## src/rtl/piso_pkg.sv

```systemverilog
// piso_pkg: word width and word type shared by the PISO shifter and its deserializer
package piso_pkg;
  localparam int PISO_W = 4;
  typedef logic [PISO_W-1:0] word_t;
endpackage

```

## src/rtl/sipo_fifo.sv

```systemverilog
// sipo_fifo: small word FIFO with a registered head word and valid/ready pop
module sipo_fifo #(
  parameter int WIDTH = 4,
  parameter int DEPTH = 2
) (
  input  logic             clk,
  input  logic             clr_n,
  input  logic             push,
  input  logic [WIDTH-1:0] din,
  output logic             full,
  input  logic             pop,
  output logic [WIDTH-1:0] dout,
  output logic             valid
);
  localparam int AW = $clog2(DEPTH);
  logic [WIDTH-1:0] mem [DEPTH];
  logic [AW-1:0] wr_ptr, rd_ptr, nxt_rd;
  logic [AW:0] cnt, nxt_cnt;
  logic do_pop, do_push;
  logic [WIDTH-1:0] head;
  assign full = cnt == (AW+1)'(DEPTH);
  assign valid = cnt != '0;
  // A word arriving in the slot that becomes the head bypasses memory into the output register
  always_comb begin
    do_pop = pop && valid;
    do_push = push && (!full || do_pop);
    nxt_rd = rd_ptr + AW'(do_pop);
    nxt_cnt = cnt + (AW+1)'(do_push) - (AW+1)'(do_pop);
    head = (do_push && wr_ptr == nxt_rd) ? din : mem[nxt_rd];
  end
  // Pointers, storage and the head register; dout holds its last word once empty
  always_ff @(posedge clk or negedge clr_n) begin
    if (!clr_n) begin
      wr_ptr <= '0;
      rd_ptr <= '0;
      cnt <= '0;
      dout <= '0;
      for (int i = 0; i < DEPTH; i++) mem[i] <= '0;
    end else begin
      if (do_push) begin
        mem[wr_ptr] <= din;
        wr_ptr <= wr_ptr + 1'b1;
      end
      rd_ptr <= nxt_rd;
      cnt <= nxt_cnt;
      if (nxt_cnt != '0) dout <= head;
    end
  end
endmodule

```

## src/rtl/sipo_deser.sv

```systemverilog
// sipo_deser: MSB-first serial-to-parallel deserializer with an output word FIFO
module sipo_deser
  import piso_pkg::*;
#(
  parameter int WIDTH = PISO_W,
  parameter int DEPTH = 2
) (
  input  logic                   clk,
  input  logic                   clr_n,
  input  logic                   sin,
  input  logic                   sin_en,
  input  logic                   sync_clr,
  output logic [WIDTH-1:0]       dout,
  output logic                   dout_valid,
  input  logic                   dout_ready,
  output logic [$clog2(WIDTH):0] bit_cnt,
  output logic                   overflow
);
  localparam int CW = $clog2(WIDTH) + 1;
  logic [WIDTH-2:0] shreg;
  logic [WIDTH-1:0] word;
  logic complete, full;
  assign word = {shreg, sin};
  assign complete = sin_en && !sync_clr && bit_cnt == CW'(WIDTH - 1);
  // Collect bits MSB first; the word's last bit goes straight to the FIFO, so only WIDTH-1 are stored
  always_ff @(posedge clk or negedge clr_n) begin
    if (!clr_n) begin
      shreg <= '0;
      bit_cnt <= '0;
    end else if (sync_clr) begin
      shreg <= '0;
      bit_cnt <= '0;
    end else if (sin_en) begin
      shreg <= word[WIDTH-2:0];
      bit_cnt <= complete ? '0 : bit_cnt + 1'b1;
    end
  end
  // Sticky flag for a completed word dropped on a full FIFO that is not popping
  always_ff @(posedge clk or negedge clr_n) begin
    if (!clr_n) overflow <= 1'b0;
    else if (complete && full && !(dout_valid && dout_ready)) overflow <= 1'b1;
  end
  sipo_fifo #(.WIDTH(WIDTH), .DEPTH(DEPTH)) u_fifo (
    .clk(clk),
    .clr_n(clr_n),
    .push(complete),
    .din(word),
    .full(full),
    .pop(dout_ready),
    .dout(dout),
    .valid(dout_valid)
  );
endmodule

```

## config.mk

```make
export PLATFORM = sky130hd
export DESIGN_NAME = sipo_deser
export DESIGN_NICKNAME = d
export VERILOG_FILES = /design/src/rtl/piso_pkg.sv /design/src/rtl/sipo_fifo.sv /design/src/rtl/sipo_deser.sv
export SDC_FILE = /design/constraint.sdc
export NUM_CORES = 1
export LEC_CHECK = 0
export BUFFER_PORTS_ARGS = -buffer_cell sky130_fd_sc_hd__buf_2
export CAP_MARGIN = 20
export CORE_UTILIZATION = 35
export CTS_CLUSTER_SIZE = 28
export DETAILED_ROUTE_END_ITERATION = 12
export GPL_TIMING_DRIVEN = 0
export HOLD_SLACK_MARGIN = 0.03
export PLACE_DENSITY = 0.56
export SYNTH_ARGS = -nofsm -noshare
export SYNTH_HDL_FRONTEND = slang
export SYNTH_HIERARCHICAL = 1
export SYNTH_SLANG_ARGS = --single-unit
```

## constraint.sdc

```tcl
create_clock -name clk -period 2.4 [get_ports clk]
set_clock_uncertainty 0.2 [all_clocks]
set_input_delay 0.12 -clock clk [delete_from_list [all_inputs] [get_ports clk]]
set_output_delay 0.12 -clock clk [all_outputs]
set_load 0.01 [all_outputs]
```

Yosys cells after proc, flatten, opt, wreduce, memory -nomap -nowiden
Cells that the tools add are included.
Widths: inputs -> output; s select.
{"block": "totals", "output_inout_bits": 9, "ramBits": 0, "latchBits": 0, "mem_bits_ro": 0, "inputBits": 6, "mem_count": 0, "register_bits": 23}
{"block": "op_classes", "n_mul": 0, "div": 0, "shift": 0, "n_addsub": 5, "n_eq_ne": 3, "order_cmp": 3, "reduce_logical": 15, "n_bitwise": 2, "n_mux": 12}
{"operator": "$mux 4", "n": 5}
{"operator": "$mux 3", "n": 5}
{"operator": "$bwmux 8", "n": 1}
{"operator": "$logic_and 1x1->1", "n": 8}
{"operator": "$reduce_bool 2->1", "n": 3}
{"operator": "$demux 4 s1", "n": 1}
{"operator": "$ge 2x2->1 const B", "n": 2}
{"operator": "$not 1->2", "n": 2}
{"operator": "$add 3x1->3 const B", "n": 1}
{"operator": "$eq 3x2->1 const B", "n": 1}
{"operator": "$logic_not 1->1", "n": 3}
{"operator": "$add 2x1->2", "n": 1}
{"operator": "$eq 2x2->1 const B", "n": 1}
{"operator": "$lt 2x1->1 const B", "n": 1}
{"operator": "$sub 2x1->2", "n": 1}
{"operator": "$add 1x1->1", "n": 1}
{"operator": "$add 1x1->1 const B", "n": 1}
{"operator": "$eq 1x1->1", "n": 1}
{"operator": "$logic_or 1x1->1", "n": 1}

Depth between registers and ports, before layout
{"block": "logic_depth", "word_depth": 8, "ltp_mapped": 12, "depth_no_buf": 11}

Hierarchy
Netlist, hierarchy kept.
{"module": "sipo_fifo", "n_inst": 1, "area_each_um2": 913.4, "cells_per_inst": 86}
{"module": "sipo_deser", "n_inst": 1, "area_each_um2": 330.3, "cells_per_inst": 27}

Least setup slack after synthesis
Ideal clock, no wire load.
{"block": "synth_timing", "kind": "register to register", "start": "register bit_cnt[0]", "end": "register u_fifo.dout[0]", "stages_incl_launch_ff": 12, "setup_slack_ps": -188, "setup_ps": 138, "required_time_ps": 2062, "synth_period_minus_slack_ps": 2588, "t_arrival_ps": 2250, "cell_sequence": "dfrtp_1 ha_1 nand2_4 nor3_4 buf_2 o21ai_1 ha_1 inv_1 ha_1 xor3_1 nor2_1 o31ai_1"}
{"block": "synth_between", "elab_chain_cells": 6, "word_cells_on_any_way": 8}
{"item": "start, declared", "line": "sipo_deser.sv:16", "rtl": "output logic [$clog2(WIDTH):0] bit_cnt,"}
{"item": "start signal, assigned", "line": "sipo_deser.sv:35", "rtl": "bit_cnt <= complete ? '0 : bit_cnt + 1'b1;"}
{"item": "$eq 3x2->1", "line": "sipo_deser.sv:24", "rtl": "assign complete = sin_en && !sync_clr && bit_cnt == CW'(WIDTH - 1);"}
{"item": "$logic_and 1x1->1", "line": "sipo_deser.sv:24"}
{"item": "via complete", "line": "sipo_deser.sv:22", "rtl": "logic complete, full;"}
{"item": "$logic_and 1x1->1", "line": "sipo_fifo.sv:26", "rtl": "do_push = push && (!full || do_pop);"}
{"item": "$add 2x1->2", "line": "sipo_fifo.sv:28", "rtl": "nxt_cnt = cnt + (AW+1)'(do_push) - (AW+1)'(do_pop);"}
{"item": "$sub 2x1->2", "line": "sipo_fifo.sv:28"}
{"item": "via u_fifo.nxt_cnt[1]", "line": "sipo_fifo.sv:18", "rtl": "logic [AW:0] cnt, nxt_cnt;"}
{"item": "$reduce_bool 2->1", "line": "sipo_fifo.sv:46", "rtl": "if (nxt_cnt != '0) dout <= head;"}
{"item": "end signal, assigned", "line": "sipo_fifo.sv:37", "rtl": "dout <= '0;"}
{"item": "end signal, assigned", "line": "sipo_fifo.sv:46"}
{"item": "end, declared", "line": "sipo_fifo.sv:12", "rtl": "output logic [WIDTH-1:0] dout,"}
The timed path passes the listed nets, and every way through them passes these cells.
A chain may end at the register's enable or synchronous reset.

Worst setup path after layout
{"block": "layout_timing", "start": "register bit_cnt[1]", "end": "register u_fifo.dout[2]"}
The elaborated chain is that of the path after synthesis.

==> results.json <==
{
  "io_pins": 15,
  "synth_compound_area_share_pct": 12.9,
  "crit_type": "reg2reg",
  "status": "completed",
  "setup_viol": 0,
  "grtUsageTotal_pct": 16.2,
  "cts_max_level": 1,
  "grt_first_pass_wirelength_um": 4380,
  "critPathMaxFanout": 8,
  "reg2reg_from": "bit_cnt[1]$_DFFE_PN0P_",
  "holdCritPathClass": "in2reg",
  "worst_pin_slew_ns": 0.498,
  "synthXorXnorAreaFrac_pct": 4.02,
  "drive_gt1_share_pct": 32.4,
  "netlist_area_mm2": 0.00124,
  "nFillCells": 341,
  "clk_pin_slew_ns": 0.14,
  "final_hold_viol_count": 0,
  "clockBufferDepth": 2,
  "synth.top_cell.area_share_pct": 46.3,
  "grt_pass1_vias": 962,
  "synth-simple-area-share_pct": 18.3,
  "max_stage_delay_ns": 0.42,
  "relSlewSlack_pct": 65.8,
  "dp_hpwl_um": 1730,
  "start_util_pct": 37.0,
  "p_sw_mw": 0.458,
  "swShare_pct": 38.7,
  "startpoint_type": "register",
  "rows": 21,
  "p_per_area_mw_per_mm2": 750,
  "combPwrFrac_pct": 43.0,
  "cts_root_buf": "clkbuf_4",
  "synth_mux_area_share_pct": 12.5,
  "place_inst": 172,
  "routedWlPerCell_um": 13.3,
  "die_height_um": 61.6,
  "synthCells": 113,
  "drv_cap": 0,
  "numCtsBuffers": 3,
  "grt_max_degree": 24,
  "drt_pre_antenna_iters": 4,
  "clkSinkCount": 23,
  "worstHoldStart": "sin_en",
  "rsz0062_at_grt": "true",
  "cts_tree": "yes",
  "synth_area_leaders": "dfrtp_1 (46%), mux2_2 (7.2%), nand2b_1 (6.0%)",
  "antenna_left": 0,
  "gr-total-overflow": 0,
  "post-route-period-util_pct": 99.3,
  "num_vias": 945,
  "synthAdderAreaFrac_pct": 3.02,
  "final_cell_mix": "dfrtp_1 (23), buf_2 (15), nand2_1 (13)",
  "synth_cell_types": 28,
  "worst_path_max_delay_cell": "dfrtp_1",
  "synth_top_family_by_area": "simple AND/OR/NAND/NOR gates",
  "synth_seq_cells": 23,
  "nNetsFinal": 155,
  "port_buffers": 13,
  "p_int_mw": 0.725,
  "p_clk_share_pct": 15.9,
  "p_seq_share_pct": 41.1,
  "place_congestion": 0.730,
  "core_mm2": 0.00336,
  "total_power_mw": 1.18,
  "area_growth_pct": 26.8,
  "cp_cell_sequence": "ha_4, nand2_4, nor3_4, buf_6, o21ai_4, ha_1, inv_1, ha_2, xor3_1, nor2_4, nand2_1, o31ai_1",
  "synth-seq-area-share_pct": 46.3,
  "antenna_found_initial": 0,
  "hold_slack_ns": 0.0567,
  "end_kind": "register",
  "insertion_delay_ns": 0.31,
  "finalCriticalPeriod_ns": 2.38,
  "cp.arrival_ns": 2.40,
  "drv_slew": 0,
  "fmax_ghz": 0.420,
  "drtIter0Drc": 43,
  "drc": 0,
  "synth_warnings": 6,
  "final_common_cell": "dfrtp_1",
  "fin_cells": 191,
  "wl_um": 2540,
  "routed_via_density": 4.95,
  "die_area_mm2": 0.00380,
  "critPathRequiredTime_ns": 2.42,
  "syn_area_per_cell_um2": 11.0,
  "synth.largest_area_cell": "dfrtp_1",
  "insertedDiodeCount": 0,
  "vdd_ir_drop_max_mv": 0.556,
  "p_leak_nw": 0.708,
  "crit_path_start": "bit_cnt[1]$_DFFE_PN0P_",
  "syn_nets": 122,
  "die_width_um": 61.6
}
-- cell usage after synthesis (all sizes together) --
master  instances
o21ai           2
mux2i           5
nor3            1
inv             3
dfrtp          23
ha              3
nor3b           4
nand3           1
a211oi          4
or2             1
xor3            1
a21oi          10
nand2          14
xnor2           3
o31ai           4
nand2b         12
buf             4
a31o            1
nor2            5
o211ai          1
and3b           1
mux2            9
nand3b          1
-- critical path, delay by kind of cell (launching register included) --
family / cells / cell delay (ns)
adders and majority gates: 3 / 0.62
and+or+nand+nor: 4 / 0.49
DFF: 1 / 0.42
xor gates and xnor gates: 1 / 0.26
buffers and inverters: 2 / 0.19
AOI/OAI and AO/OA: 2 / 0.12
-- per-stage QoR --
step,TNS [ns],instance area (um2),util (%),setup slack [ns]
after detailed placement,-0.758,1380,40.9,-0.197
final,0,1580,46.9,0.0173
after floorplan,0,1250,-,0.00561
after CTS,-0.00424,1580,46.9,-0.00424
after global routing,-0.539,1580,46.9,-0.153
after global placement,-0.681,1380,40.9,-0.180
-- routing by layer --
metal	part of all wire [%]	vias to the layer above	GRT usage, %
li1	-	459	-
met1	48	467	20.8
met2	49	17	28.0
met3	2.8	2	1.89
met4	0.75	0	5.71
met5	0	-	0
-- kinds of logic (layout without fill, tap and decap cells) --
logic type,count (synthesis),count (layout)
simple gates,40,40
compound gates,22,22
mux,14,14
xor+xnor,4,4
buf+inv,7,39
fa+ha+maj,3,3
flops,23,23
-- state kept, by name, summed over array words and instances, names as in the netlist --
name / cells
u_fifo/mem: 8
u_fifo/dout: 4
bit_cnt: 3
shreg: 3
u_fifo/cnt: 2
overflow: 1
u_fifo/rd_ptr: 1
u_fifo/wr_ptr: 1
-- power by group through the flow --
stage,registers [mW],logic (mW),clock network [mW]
after floorplan,0.490,0.363,0
after global placement,0.491,0.474,0
after detailed placement,0.494,0.481,0
after CTS,0.487,0.512,0.197
after global routing,0.497,0.556,0.211
final,0.486,0.509,0.188
-- what timing repair did --
action,CTS,global route
hold buffers,11,0
buffers inserted,4,0
gates resized for setup,6,0
hold endpoints to repair,34,0
setup endpoints to repair,4,4
pin swaps,3,1
-- area by class of cell --
class | count | area, um2 | share of cell area, %
flip-flops and latches | 23 | 576 | 36.5
clock buffers | 3 | 22.5 | 1.43
repair buffers | 28 | 205 | 13.0
plain buffers | 4 | 32.5 | 2.06
inverters | 3 | 11.3 | 0.714
clock inverters | 1 | 7.51 | 0.476
well taps | 46 | 57.6 | 3.65
multi-input cells | 83 | 664 | 42.1
-- path summary, 6_finish.rpt --
check,depth (start not counted),endpoint,slack [ns]
setup / recovery,12,u_fifo/dout[2]$_DFFE_PN0P_,0.02
hold / removal,4,overflow$_DFFE_PN0P_,0.06
setup reg to reg,12,u_fifo/dout[2]$_DFFE_PN0P_,0.02
hold reg to reg,1,overflow$_DFFE_PN0P_,0.28
max in group asynchronous,2,u_fifo/mem[4]$_DFFE_PN0P_,1.55
min in group asynchronous,2,overflow$_DFFE_PN0P_,0.09
Note: power is estimated with default switching activity, not from simulation.
